`src/rtl/sram_bus_arbiter.sv`:
```
// Merges the core's instruction and data SRAM-like ports onto one memory bus,
// one transaction at a time, data first with a starvation bound on fetch.
module sram_bus_arbiter #(
  parameter int unsigned ADDR_W       = 32,
  parameter int unsigned DATA_W       = 32,
  parameter int unsigned STARVE_LIMIT = 4
) (
  input  logic              clk,
  input  logic              rst,

  input  logic              inst_req,
  input  logic [3:0]        inst_wen,
  input  logic [ADDR_W-1:0] inst_addr,
  input  logic [DATA_W-1:0] inst_wdata,
  output logic              inst_addr_ok,
  output logic              inst_data_ok,
  output logic [DATA_W-1:0] inst_rdata,

  input  logic              data_req,
  input  logic [3:0]        data_wen,
  input  logic [ADDR_W-1:0] data_addr,
  input  logic [DATA_W-1:0] data_wdata,
  output logic              data_addr_ok,
  output logic              data_data_ok,
  output logic [DATA_W-1:0] data_rdata,

  output logic              bus_req,
  output logic [3:0]        bus_wstrb,
  output logic [ADDR_W-1:0] bus_addr,
  output logic [DATA_W-1:0] bus_wdata,
  input  logic              bus_addr_ok,
  input  logic              bus_data_ok,
  input  logic [DATA_W-1:0] bus_rdata
);

  localparam logic [3:0] Limit = 4'(STARVE_LIMIT);

  typedef enum logic [1:0] {StIdle, StAddr, StData, StResp} state_e;

  state_e            state_q, state_d;
  logic              owner_inst_q, owner_inst_d;
  logic [3:0]        starve_q, starve_d;
  logic [DATA_W-1:0] resp_q, resp_d;
  logic              grant_inst;

  // Fetch only overrides data once it has been passed over STARVE_LIMIT times in a row.
  assign grant_inst = inst_req && (!data_req || (starve_q == Limit));

  always_comb begin
    state_d      = state_q;
    owner_inst_d = owner_inst_q;
    starve_d     = starve_q;
    resp_d       = resp_q;
    bus_req      = 1'b0;
    bus_wstrb    = '0;
    bus_addr     = '0;
    bus_wdata    = '0;
    inst_addr_ok = 1'b0;
    data_addr_ok = 1'b0;
    inst_data_ok = 1'b0;
    data_data_ok = 1'b0;
    inst_rdata   = '0;
    data_rdata   = '0;

    case (state_q)
      StIdle: begin
        if (inst_req || data_req) begin
          state_d      = StAddr;
          owner_inst_d = grant_inst;
          if (grant_inst || !inst_req) begin
            starve_d = '0;
          end else if (starve_q < Limit) begin
            starve_d = starve_q + 4'd1;
          end
        end
      end
      StAddr: begin
        bus_req = 1'b1;
        if (owner_inst_q) begin
          bus_wstrb = inst_wen;
          bus_addr  = inst_addr;
          bus_wdata = inst_wdata;
        end else begin
          bus_wstrb = data_wen;
          bus_addr  = data_addr;
          bus_wdata = data_wdata;
        end
        if (bus_addr_ok) begin
          state_d      = StData;
          inst_addr_ok = owner_inst_q;
          data_addr_ok = !owner_inst_q;
        end
      end
      StData: begin
        if (bus_data_ok) begin
          resp_d  = bus_rdata;
          state_d = StResp;
        end
      end
      StResp: begin
        state_d = StIdle;
        if (owner_inst_q) begin
          inst_data_ok = 1'b1;
          inst_rdata   = resp_q;
        end else begin
          data_data_ok = 1'b1;
          data_rdata   = resp_q;
        end
      end
      default: state_d = StIdle;
    endcase
  end

  always_ff @(posedge clk or posedge rst) begin
    if (rst) begin
      state_q      <= StIdle;
      owner_inst_q <= 1'b0;
      starve_q     <= '0;
      resp_q       <= '0;
    end else begin
      state_q      <= state_d;
      owner_inst_q <= owner_inst_d;
      starve_q     <= starve_d;
      resp_q       <= resp_d;
    end
  end

endmodule

```
`config.mk`:
```
export PLATFORM = sky130hd
export DESIGN_NAME = sram_bus_arbiter
export DESIGN_NICKNAME = d
export VERILOG_FILES = /design/src/rtl/sram_bus_arbiter.sv
export SDC_FILE = /design/constraint.sdc
export NUM_CORES = 1
export LEC_CHECK = 0
export ABC_AREA = 0
export CORE_AREA = 5 5 117 119
export CTS_BUF_LIST = sky130_fd_sc_hd__clkbuf_2
export DETAILED_ROUTE_END_ITERATION = 12
export DIE_AREA = 0 0 122 124
export PLACE_DENSITY = 0.75
export SYNTH_ARGS = -nofsm -noshare
export SYNTH_HDL_FRONTEND = slang
export SYNTH_SLANG_ARGS = --single-unit
```
`constraint.sdc`:
```
create_clock -name clk -period 1.6 [get_ports clk]
set_input_delay 0.4 -clock clk [delete_from_list [all_inputs] [get_ports clk]]
set_output_delay 0.4 -clock clk [all_outputs]
set_load 0.02 [all_outputs]
```
Word level (Yosys, flattened, before mapping)
Cells that the tools add are included.
{ "word_totals": {"register_bits": 39, "latchBits": 0, "ram_bits": 0, "rom_bits": 0, "in_bits": 174, "output_inout_bits": 137, "elab_cells": 51, "memories": 0} }
{ "classes": {"addsub": 1, "n_mul": 0, "n_div": 0, "order_cmp": 1, "eq_ne": 7, "shifts": 0, "muxes": 25, "bitwise_logic": 0, "reduce_logical": 13} }
{ "ops": {"columns": ["operator", "n"], "rows": [
  ["$mux W32", 8],
  ["$mux W4", 4],
  ["$mux W1", 9],
  ["$pmux W2 S4", 1],
  ["$mux W2", 3],
  ["$ne A2 B2 Y1 const B", 3],
  ["$reduce_and A3 Y1", 2],
  ["$add A4 B1 Y4 const B", 1],
  ["$eq A2 B2 Y1 const B", 2],
  ["$eq A4 B3 Y1 const B", 1],
  ["$lt A4 B3 Y1 const B", 1],
  ["$reduce_and A2 Y1", 2],
  ["$logic_not A1 Y1", 3],
  ["$logic_or A1 B1 Y1", 3],
  ["$eq A2 B1 Y1 const B", 1],
  ["$logic_not A2 Y1", 1],
  ["$reduce_bool A2 Y1", 1],
  ["$logic_and A1 B1 Y1", 1]
]} }

Logic depth before layout (Yosys ltp)
Gate-level depths: netlist of run 1.
{ "depth": {"ltp_word": 6, "mapped_depth": 6, "depth_no_buf": 5} }

Least setup slack after synthesis of run 1
No wires, ideal clock.
{ "synth_timing": {"path_kind": "register to output", "from": "reg state_q[1]", "to": "out bus_addr[25]", "arrival_time_ns": 1.434, "required_time_ns": 1.200, "setup_slack_ns": -0.234, "stages_incl_launch_ff": 5, "path_buffers": 1, "path_cell_list": "dfrtp_1 -> inv_1 -> ha_1 -> clkbuf_1 -> nor2b_1"} }
{ "synth_between": {"elab_chain_cells": 2} }
{ "synth_lines": {"columns": ["item", "line", "text"], "rows": [
  ["start: declaration", "40", "state_e state_q, state_d;"],
  ["start signal: assignment", "116", "state_q <= StIdle;"],
  ["start signal: assignment", "121", "state_q <= state_d;"],
  ["$eq A2 B1 Y1", "65", "case (state_q)"],
  ["$mux W32", "65", null],
  ["end: declaration", "29", "output logic [ADDR_W-1:0] bus_addr,"]
]} }
No other way between the ends.

Worst setup path in the final report of run 1
{ "layout_timing": {"from": "reg state_q[0]", "to": "out bus_wdata[30]"} }
{ "layout_between": {"elab_chain_cells": 2} }
{ "layout_lines": {"columns": ["item", "line", "text"], "rows": [
  ["$eq A2 B1 Y1", "65", null],
  ["$mux W32", "65", null],
  ["end: declaration", "30", "output logic [DATA_W-1:0] bus_wdata,"]
]} }
No other way between the ends.

==> results of run 1 <==
## synth_stat cells
master	n
nand3_1	1
and2_4	1
and2b_1	1
inv_1	6
mux2_1	31
buf_4	5
nand4_1	1
ha_1	6
o21ai_0	2
clkbuf_4	1
a21boi_0	1
mux2_2	2
mux2i_1	68
dfrtp_1	39
o211ai_1	2
clkbuf_1	10
nor2_1	3
and2_1	33
buf_2	10
a21oi_1	1
a22o_1	1
nor2b_2	1
a31oi_1	3
and3_1	34
nand2_1	2
nand2_2	1
a221oi_2	1
o32a_1	1
nor2b_1	70
xor2_1	1
o21a_1	1
buf_6	4
## per-layer routing
metal | up-vias | routed length (um) | GRT usage
met5 | - | 0 | 0
met4 | 0 | 246 | 0.0315
met3 | 22 | 1160 | 0.0554
met2 | 171 | 8910 | 0.321
met1 | 1847 | 6160 | 0.199
li1 | 1846 | - | -
## path summary, 6_finish.rpt
check,startpoint,endpoint,slack (ns)
worst max-delay path,state_q[0],bus_wdata[30],-0.59
worst min-delay path,rst,resp_q[29],0.23
worst max register to register,state_q[0],state_q[1],-0.37
worst min register to register,resp_q[24],resp_q[24],0.53
max in group asynchronous,rst,resp_q[11],0.79
min in group clk,resp_q[24],resp_q[24],0.53
## metrics by stage
step	area [sq um]	setup slack, ns	power (mW)
2_1_floorplan	3560	-0.0474	6.37
3_3_place_gp	6940	-0.549	9.40
3_5_place_dp	6940	-0.546	9.57
4_1_cts	6940	-0.698	9.89
5_1_grt	7410	-0.678	12.1
6_report	7410	-0.588	11.5
## cells by family after synthesis
kind of cell,synth area share
xor+xnor,0.00263
flops,0.293
simple gates,0.276
mux,0.316
compound gates,0.0293
fa+ha+maj,0.0226
buf+inv,0.0602
## what timing repair did
action	CTS	global route
hold buffers	0	0
setup buffers	2	13
gates cloned	1	13
endpoints found under the setup margin	154	172
gates resized for setup	450	302
pin swaps	0	3
## cell type report
cell class / count / area (sq um)
clock inverters: 3 / 20.0
multi-input cells: 269 / 2570
clock buffers: 5 / 25.0
repair buffers: 359 / 3570
well taps: 172 / 215
fillers: 1092 / 5060
flip-flops and latches: 39 / 980
inverters: 6 / 22.5
## state kept, by name, indices dropped and copies added, names as in the netlist
name,flops
owner_inst_q,1
resp_q,32
starve_q,4
state_q,2
## layout by cell type (no fill, tap or decap), types with 19 or more instances in the layout
cell,instances
mux2i_2,22
and2_4,19
dfrtp_1,38
mux2_1,31
buf_6,71
nor2b_2,59
clkdlybuf4s50_1,173
mux2i_1,46
and3_1,26
clkbuf_2,25
buf_4,58
## report_power, final
part	total, mW	switching (mW)	internal, mW
Sequential	1.93	0.448	1.48
Clock	0.453	0.350	0.104
Combinational	9.15	4.20	4.95
## worst register-to-register path, delay by kind of cell (launching register included)
family,cells,cell delay [ns]
adders and majority gates,1,0.18
AOI/OAI and AO/OA,1,0.24
muxes,1,0.35
and+or+nand+nor,1,0.21
buffers and inverters,3,0.44
DFF,1,0.47
==> run_results.csv, run 1 <==
group,metric,value,unit
route,wl_per_cell,19.3,um
worst_setup_path,start_kind,"register",
grt,grt_pass1_wl,20900,um
floorplan,die_w,122,um
timing,relSlewSlack,0.788,
yosys,syn_inst,344,
grt,antenna_found_initial,0,
route,drt_pass1_iterations,4,
yosys,ys_warn_count,0,
worst_setup_path,crit_path_end_kind,"primary output",
floorplan,start_util,0.267,
yosys,synth_seq_area_share,0.293,
timing,post-route-period-util,1.37,
run,drv_cap,0,
worst_setup_path,worstSetupPathType,"reg2out",
timing,rsz0062_at_grt,"true",
timing,clock.fmax,0.457,GHz
yosys,syn_nets,524,
clock_network,clk_pin_slew,0.20,ns
timing,finalCriticalPeriod,2.19,ns
timing,holdWs,0.225,ns
yosys,avgSynthCellArea,9.67,sq um
outcome,violations,"setup timing",
finish,syn2layout_area_growth,123,%
clock_network,cts.sinks,39,
pwr,vdd_drop_max,0.000664,V
finish,fin_util,0.594,
clock_network,clock_latency,0.42,ns
placed_design,dpl.cell_count,816,
clock_network,cts_tree,"yes",
timing,drv_slew,0,
yosys,synth.distinct_cells,32,
timing,hold_violations,0,
grt,grt_max_degree,52,
route,via_per_inst,4.56,
clock_network,htree_levels,2,
floorplan,rows,41,
grt,grt_overflow,0,
grt,first_global_vias,3879,
pwr,p_leak,3.41,nW
yosys,netlist.top_cell.by_area,"dfrtp_1",
yosys,synth.top_cell.area_share,0.293,
placed_design,io_buffers,310,
finish,antenna_cells,0,
route,drt-total-wl,16500,um
worst_setup_path,cpMostUsedCell,"buf_4",
worst_setup_path,r2r_cells,7,
timing,worst_pin_slew,0.317,ns
worst_setup_path,cp_slowest_stage_delay,0.47,ns
timing,worst_slack,-0.588,ns
finish,nNetsFinal,860,
timing,tns,-71.48,ns
clock_network,clockRootBuffer,"clkbuf_2",
floorplan,core-area,0.0125,sq mm
placed_design,dp_hpwl,12100,um
min_path,hp-class,"in2async",
route,first_iter_violations,139,
worst_setup_path,cp_num_buf_inv,4,
worst_setup_path,critPathTopFamily,"buffers and inverters",
placed_design,gp_congestion,0.769,
worst_setup_path,required,1.20,ns
grt,track_usage,0.174,
yosys,syn-cell-area,0.00333,sq mm
pwr,p_per_area,1560,mW/mm^2
worst_setup_path,cp_max_fo,7,
floorplan,die-area,0.0151,sq mm
timing,fin_skew,0.0345,ns
outcome,status,"complete, but fails checks",
timing,setup_viol,172,
worst_setup_path,worst_ep_arrival_time,1.79,ns
route,ant_nets,0,
clock_network,cts_buffers,5,
route,drc_errors,0,
worst_setup_path,crit_chain,"buf_4 > ha_4 > buf_4 > clkbuf_16 > nor2b_2 > buf_4",
yosys,yosys-top-cells-area,"dfrtp_1, mux2i_1, nor2b_1",
worst_setup_path,cp_num_cells,6,
route,vias,3886,
finish,drive_gt1_frac,0.480,
clock_network,ctsLongestPathBuffers,2,
worst_setup_path,cp_slowest_cell,"dfrtp_1",
finish,finalNonFillerCells,853,
yosys,ys_seq_elements,39,
floorplan,io_pins,311,
floorplan,die-height,124,um
Power figures use the tool's default switching activity.
==> run 2, diff against run 1 <==
--- a/config.mk
+++ b/config.mk
@@ -6,11 +6,11 @@
 export NUM_CORES = 1
 export LEC_CHECK = 0
 export ABC_AREA = 0
-export CORE_AREA = 5 5 117 119
-export CTS_BUF_LIST = sky130_fd_sc_hd__clkbuf_2
+export CORE_AREA = 4 4 118 120
 export DETAILED_ROUTE_END_ITERATION = 12
 export DIE_AREA = 0 0 122 124
-export PLACE_DENSITY = 0.75
+export PLACE_DENSITY = 0.73
+export RECOVER_POWER = 100
 export SYNTH_ARGS = -nofsm -noshare
 export SYNTH_HDL_FRONTEND = slang
 export SYNTH_SLANG_ARGS = --single-unit
==> run_results.csv, run 2 (synthesized netlist as in run 1, its figures left out) <==
group,metric,value,unit
min_path,hold_end,"resp_q[0]",
worst_setup_path,r2r-end,"state_q[1]",
clock_network,clock_latency,0.28,ns
placed_design,gp_congestion,0.783,
min_path,hp-class,"reg2reg",
route,drt-total-wl,16700,um
placed_design,pre_cts_slack,-0.639,ns
clock_network,clk_pin_slew,0.06,ns
placed_design,io_buffers,310,
worst_setup_path,cp_max_fo,8,
finish,drive_gt1_frac,0.512,
grt,track_usage,0.185,
floorplan,die-height,124,um
timing,hold_violations,0,
worst_setup_path,r2r-start,"state_q[1]",
floorplan,core-area,0.0130,sq mm
timing,fin_skew,0.00376,ns
finish,antenna_cells,0,
clock_network,cts_tree,"yes",
finish,finalNonFillerCells,858,
timing,holdWs,0.523,ns
route,ant_nets,0,
route,via_per_inst,4.55,
route,first_iter_violations,110,
worst_setup_path,worstSetupPathType,"reg2out",
finish,largest_reg_flops,32,
clock_network,ctsLongestPathBuffers,2,
finish,reg_top3,"resp_q x32, starve_q x4, state_q x2",
finish,final_cell_mix,"clkdlybuf4s50_1, buf_6, nor2b_2",
worst_setup_path,worst_ep_arrival_time,1.66,ns
outcome,status,"complete, but fails checks",
timing,finalCriticalPeriod,2.06,ns
route,vias,3908,
worst_setup_path,cp_slowest_stage_delay,0.57,ns
finish,fin_util,0.634,
floorplan,start_util,0.256,
timing,drv_slew,0,
finish,syn2layout_area_growth,147,%
worst_setup_path,start_kind,"register",
timing,rsz0062_at_grt,"true",
timing,clock.fmax,0.487,GHz
grt,grt_pass1_wl,22000,um
floorplan,die-area,0.0151,sq mm
outcome,violations,"setup timing",
finish,fin_area,0.00823,sq mm
worst_setup_path,crit_chain,"buf_12 > buf_12 > mux2i_2 > nor2b_2 > buf_6",
clock_network,hold_buffers,0,
worst_setup_path,required,1.20,ns
route,drc_errors,0,
floorplan,die_w,122,um
timing,worst_pin_slew,0.987,ns
grt,grt_max_degree,40,
min_path,min_from,"resp_q[0]",
clock_network,cts_buffers,5,
pwr,p_per_area,1680,mW/mm^2
finish,fillCellCount,1032,
grt,antenna_found_initial,0,
finish,nNetsFinal,861,
worst_setup_path,ff2ff_setup_slack,-0.24,ns
grt,first_global_vias,4077,
clock_network,clockRootBuffer,"clkbuf_16",
route,wl_per_cell,19.4,um
timing,setup_viol,166,
timing,worst_slack,-0.455,ns
pwr,p_leak,3.74,nW
route,drt_pass1_iterations,4,
floorplan,rows,42,
placed_design,dp_hpwl,11900,um
min_path,hold_depth,1,
placed_design,dpl.cell_count,830,
clock_network,htree_levels,2,
pwr,vdd_drop_max,0.000815,V
floorplan,io_pins,311,
finish,max_flop_register,"resp_q",
placed_design,dpl-instance-area,0.00707,sq mm
worst_setup_path,crit_path_end_kind,"primary output",
grt,grt_overflow,0,
worst_setup_path,cp_slowest_cell,"dfrtp_4",
timing,post-route-period-util,1.28,
worst_setup_path,r2r_cells,7,
run,drv_cap,0,
worst_setup_path,cpMostUsedCell,"buf_12",
timing,relSlewSlack,0.342,
finish,layout_commonest_cell,"clkdlybuf4s50_1",
clock_network,cts.sinks,39,
## run 2: critical path, delay by kind of cell (launching register included)
| kind | cells | cell delay, ns |
|---|---|---|
| and+or+nand+nor | 1 | 0.18 |
| DFF | 1 | 0.57 |
| muxes | 1 | 0.16 |
| buffers and inverters | 3 | 0.46 |
## run 2: worst max-delay path by stage
| stage | from | end | depth (start not counted) |
|---|---|---|---|
| CTS | state_q[1] | bus_wdata[9] | 6 |
| detailed placement | inst_wdata[31] | bus_wdata[31] | 5 |
| global placement | inst_wdata[31] | bus_wdata[31] | 5 |
| global route | owner_inst_q | bus_wdata[0] | 5 |
| floorplan | state_q[1] | bus_addr[31] | 4 |
| finish | owner_inst_q | bus_wdata[0] | 5 |
## run 2: timing repair
action	in CTS	in global routing
setup endpoints to repair	162	174
resized for setup	722	142
buffers inserted	10	2
pin swaps	4	10
gates cloned	6	7
## run 2: area by class of cell
| cell class | count | area [sq um] | share of cell area |
|---|---|---|---|
| Timing Repair Buffer | 360 | 3940 | 0.478 |
| Sequential cell | 39 | 982 | 0.119 |
| Clock inverter | 2 | 35.0 | 0.00426 |
| Multi-Input combinational cell | 269 | 2890 | 0.352 |
| Inverter | 6 | 22.5 | 0.00274 |
| Tap cell | 176 | 220 | 0.0268 |
| Clock buffer | 6 | 139 | 0.0169 |
## run 2: where the power goes
part           switching [mW]  total [mW]  internal (mW)  leakage (nW)
clock network           0.390        1.16          0.775        0.0868
registers               0.472        1.97           1.50         0.464
logic                    4.53        10.7           6.16          3.18
## run 2: metrics by stage
step / setup TNS, ns / total power [mW]
3_5_place_dp: -68.47 / 9.90
3_3_place_gp: -64.34 / 9.72
6_report: -45.50 / 13.8
5_1_grt: -53.08 / 14.5
4_1_cts: -50.61 / 12.3
2_1_floorplan: -3.15 / 6.37
## run 2: routing by layer
layer | vias up | track usage | wire (um)
li1 | 1853 | - | -
met1 | 1889 | 0.215 | 6270
met2 | 154 | 0.352 | 9160
met3 | 12 | 0.0481 | 1130
met4 | 0 | 0.0224 | 136
met5 | - | 0 | 0
==> run 3, diff against run 2 <==
--- a/config.mk
+++ b/config.mk
@@ -6,10 +6,10 @@
 export NUM_CORES = 1
 export LEC_CHECK = 0
 export ABC_AREA = 0
-export CORE_AREA = 4 4 118 120
+export CORE_AREA = 2 2 119 121
 export DETAILED_ROUTE_END_ITERATION = 12
-export DIE_AREA = 0 0 122 124
-export PLACE_DENSITY = 0.73
+export DIE_AREA = 0 0 121 123
+export PLACE_DENSITY = 0.7
 export RECOVER_POWER = 100
 export SYNTH_ARGS = -nofsm -noshare
 export SYNTH_HDL_FRONTEND = slang
==> run_results.csv, run 3 (synthesized netlist as in run 1, its figures left out) <==
group,metric,value,unit
outcome,status,"complete, but fails checks",
outcome,violations,"setup timing",
pwr,seqPwrFrac,0.151,
pwr,vdd_drop_max,0.000610,V
placed_design,dp_hpwl,10900,um
clock_network,htree_levels,2,
pwr,switching_power,5.22,mW
route,drt-met1-wl,6280,um
timing,fin_skew,0.00608,ns
floorplan,start_util,0.245,
pwr,power.share.clock,0.079,
route,wl_per_cell,18.1,um
worst_setup_path,start_kind,"register",
worst_setup_path,r2r_cells,6,
timing,worst_pin_slew,0.715,ns
min_path,min_from,"resp_q[5]",
floorplan,die-height,123,um
pwr,internal_power,7.43,mW
finish,nNetsFinal,871,
grt,track_usage,0.170,
clock_network,cts.sinks,39,
route,via_per_inst,4.52,
min_path,hold_depth,1,
worst_setup_path,ff2ff_setup_slack,-0.16,ns
worst_setup_path,crit_path_end_kind,"primary output",
finish,layout_commonest_cell,"clkdlybuf4s50_1",
run,drv_cap,0,
finish,register_area,980,sq um
finish,largest_reg_flops,32,
finish,antenna_cells,0,
clock_network,cts_buffers,5,
clock_network,clock_latency,0.29,ns
grt,antenna_found_initial,0,
route,dr_wl_met3,950,um
timing,holdWs,0.510,ns
timing,hold_violations,0,
route,drt_pass1_iterations,4,
route,drt-total-wl,15800,um
clock_network,clk_pin_slew,0.06,ns
timing,clock.fmax,0.479,GHz
floorplan,core-area,0.0136,sq mm
clock_network,clockRootBuffer,"clkbuf_16",
timing,worst_slack,-0.489,ns
min_path,hold_end,"resp_q[5]",
clock_network,ctsLongestPathBuffers,2,
placed_design,pre_cts_slack,-0.576,ns
timing,relSlewSlack,0.523,
grt,grt_pass1_wl,20000,um
worst_setup_path,worstSetupPathType,"reg2out",
floorplan,io_pins,311,
timing,finalCriticalPeriod,2.09,ns
finish,reg_top3,"resp_q x32, starve_q x4, state_q x2",
grt,first_global_vias,3828,
pwr,p_leak,3.56,nW
pwr,p_per_area,1630,mW/mm^2
finish,max_flop_register,"resp_q",
route,vias,3943,
timing,post-route-period-util,1.31,
timing,setup_viol,140,
pwr,combPwrFrac,0.770,
route,first_iter_violations,129,
placed_design,gp_congestion,0.814,
worst_setup_path,r2r-start,"state_q[0]",
finish,drive_gt1_frac,0.519,
worst_setup_path,worst_ep_arrival_time,1.69,ns
timing,rsz0062_at_grt,"true",
pwr,netSwitchingFraction,0.413,
finish,finalNonFillerCells,872,
finish,multi_input_area,0.00271,sq mm
floorplan,die_w,121,um
route,drc_errors,0,
route,ant_nets,0,
route,highest_layer,"met4",
finish,fin_util,0.571,
clock_network,cts_tree,"yes",
worst_setup_path,required,1.20,ns
finish,fillCellCount,1188,
placed_design,io_buffers,310,
grt,grt_overflow,0,
min_path,hp-class,"reg2reg",
placed_design,dpl.cell_count,829,
route,wl_met2,8290,um
timing,drv_slew,0,
worst_setup_path,cp_max_fo,9,
floorplan,rows,43,
worst_setup_path,r2r-end,"state_q[1]",
finish,syn2layout_area_growth,134,%
finish,final_cell_mix,"clkdlybuf4s50_1, buf_6, nor2b_2",
floorplan,die-area,0.0149,sq mm
grt,grt_max_degree,36,
## run 3: power by group through the flow
stage	clock network [mW]	logic (mW)	registers, mW
finish	1.00	9.74	1.91
floorplan	0	4.67	1.70
global placement	0	7.57	1.84
global route	1.08	10.2	1.98
detailed placement	0	7.69	1.87
CTS	1.03	7.81	1.91
## run 3: critical path: stages (launching register included)
cell      delay [ns]
dfrtp_4         0.49
buf_12          0.16
buf_12          0.12
buf_16          0.14
mux2i_1         0.25
nor2b_2         0.07
clkbuf_2        0.16
## run 3: worst max-delay path by stage
stage | to | cells after the start | from
after floorplan | bus_addr[31] | 4 | state_q[1]
after global placement | data_rdata[3] | 5 | state_q[0]
after detailed placement | data_rdata[3] | 5 | state_q[1]
after CTS | bus_wstrb[1] | 4 | owner_inst_q
after global routing | data_rdata[4] | 6 | state_q[1]
final | bus_addr[12] | 6 | owner_inst_q
## run 3: final cells by class
cell class / instances / share of cell area
Multi-Input combinational cell: 269 / 0.349
Clock buffer: 5 / 0.0161
Timing Repair Buffer: 370 / 0.474
Sequential cell: 39 / 0.126
Inverter: 6 / 0.00354
Clock inverter: 3 / 0.00257
Tap cell: 180 / 0.0290
## run 3: stage by stage
stage | setup TNS, ns | instance area [sq um] | total power, mW
global route | -63.74 | 7780 | 13.3
CTS | -64.50 | 7160 | 10.8
floorplan | -3.15 | 3560 | 6.37
global placement | -66.48 | 6970 | 9.40
detailed placement | -68.14 | 6970 | 9.57
finish | -53.81 | 7780 | 12.7
## run 3: routing by layer
metal	up-vias	track usage
li1	1868	-
met1	1904	0.205
met2	154	0.304
met3	17	0.0461
met4	0	0.0363
met5	-	0
## run 3: timing repair
item,in CTS,in global routing
cloned,3,13
resized for setup,439,333
hold buffers,0,0
endpoints found under the setup margin,140,172
pin swaps,1,12
setup buffers,6,15
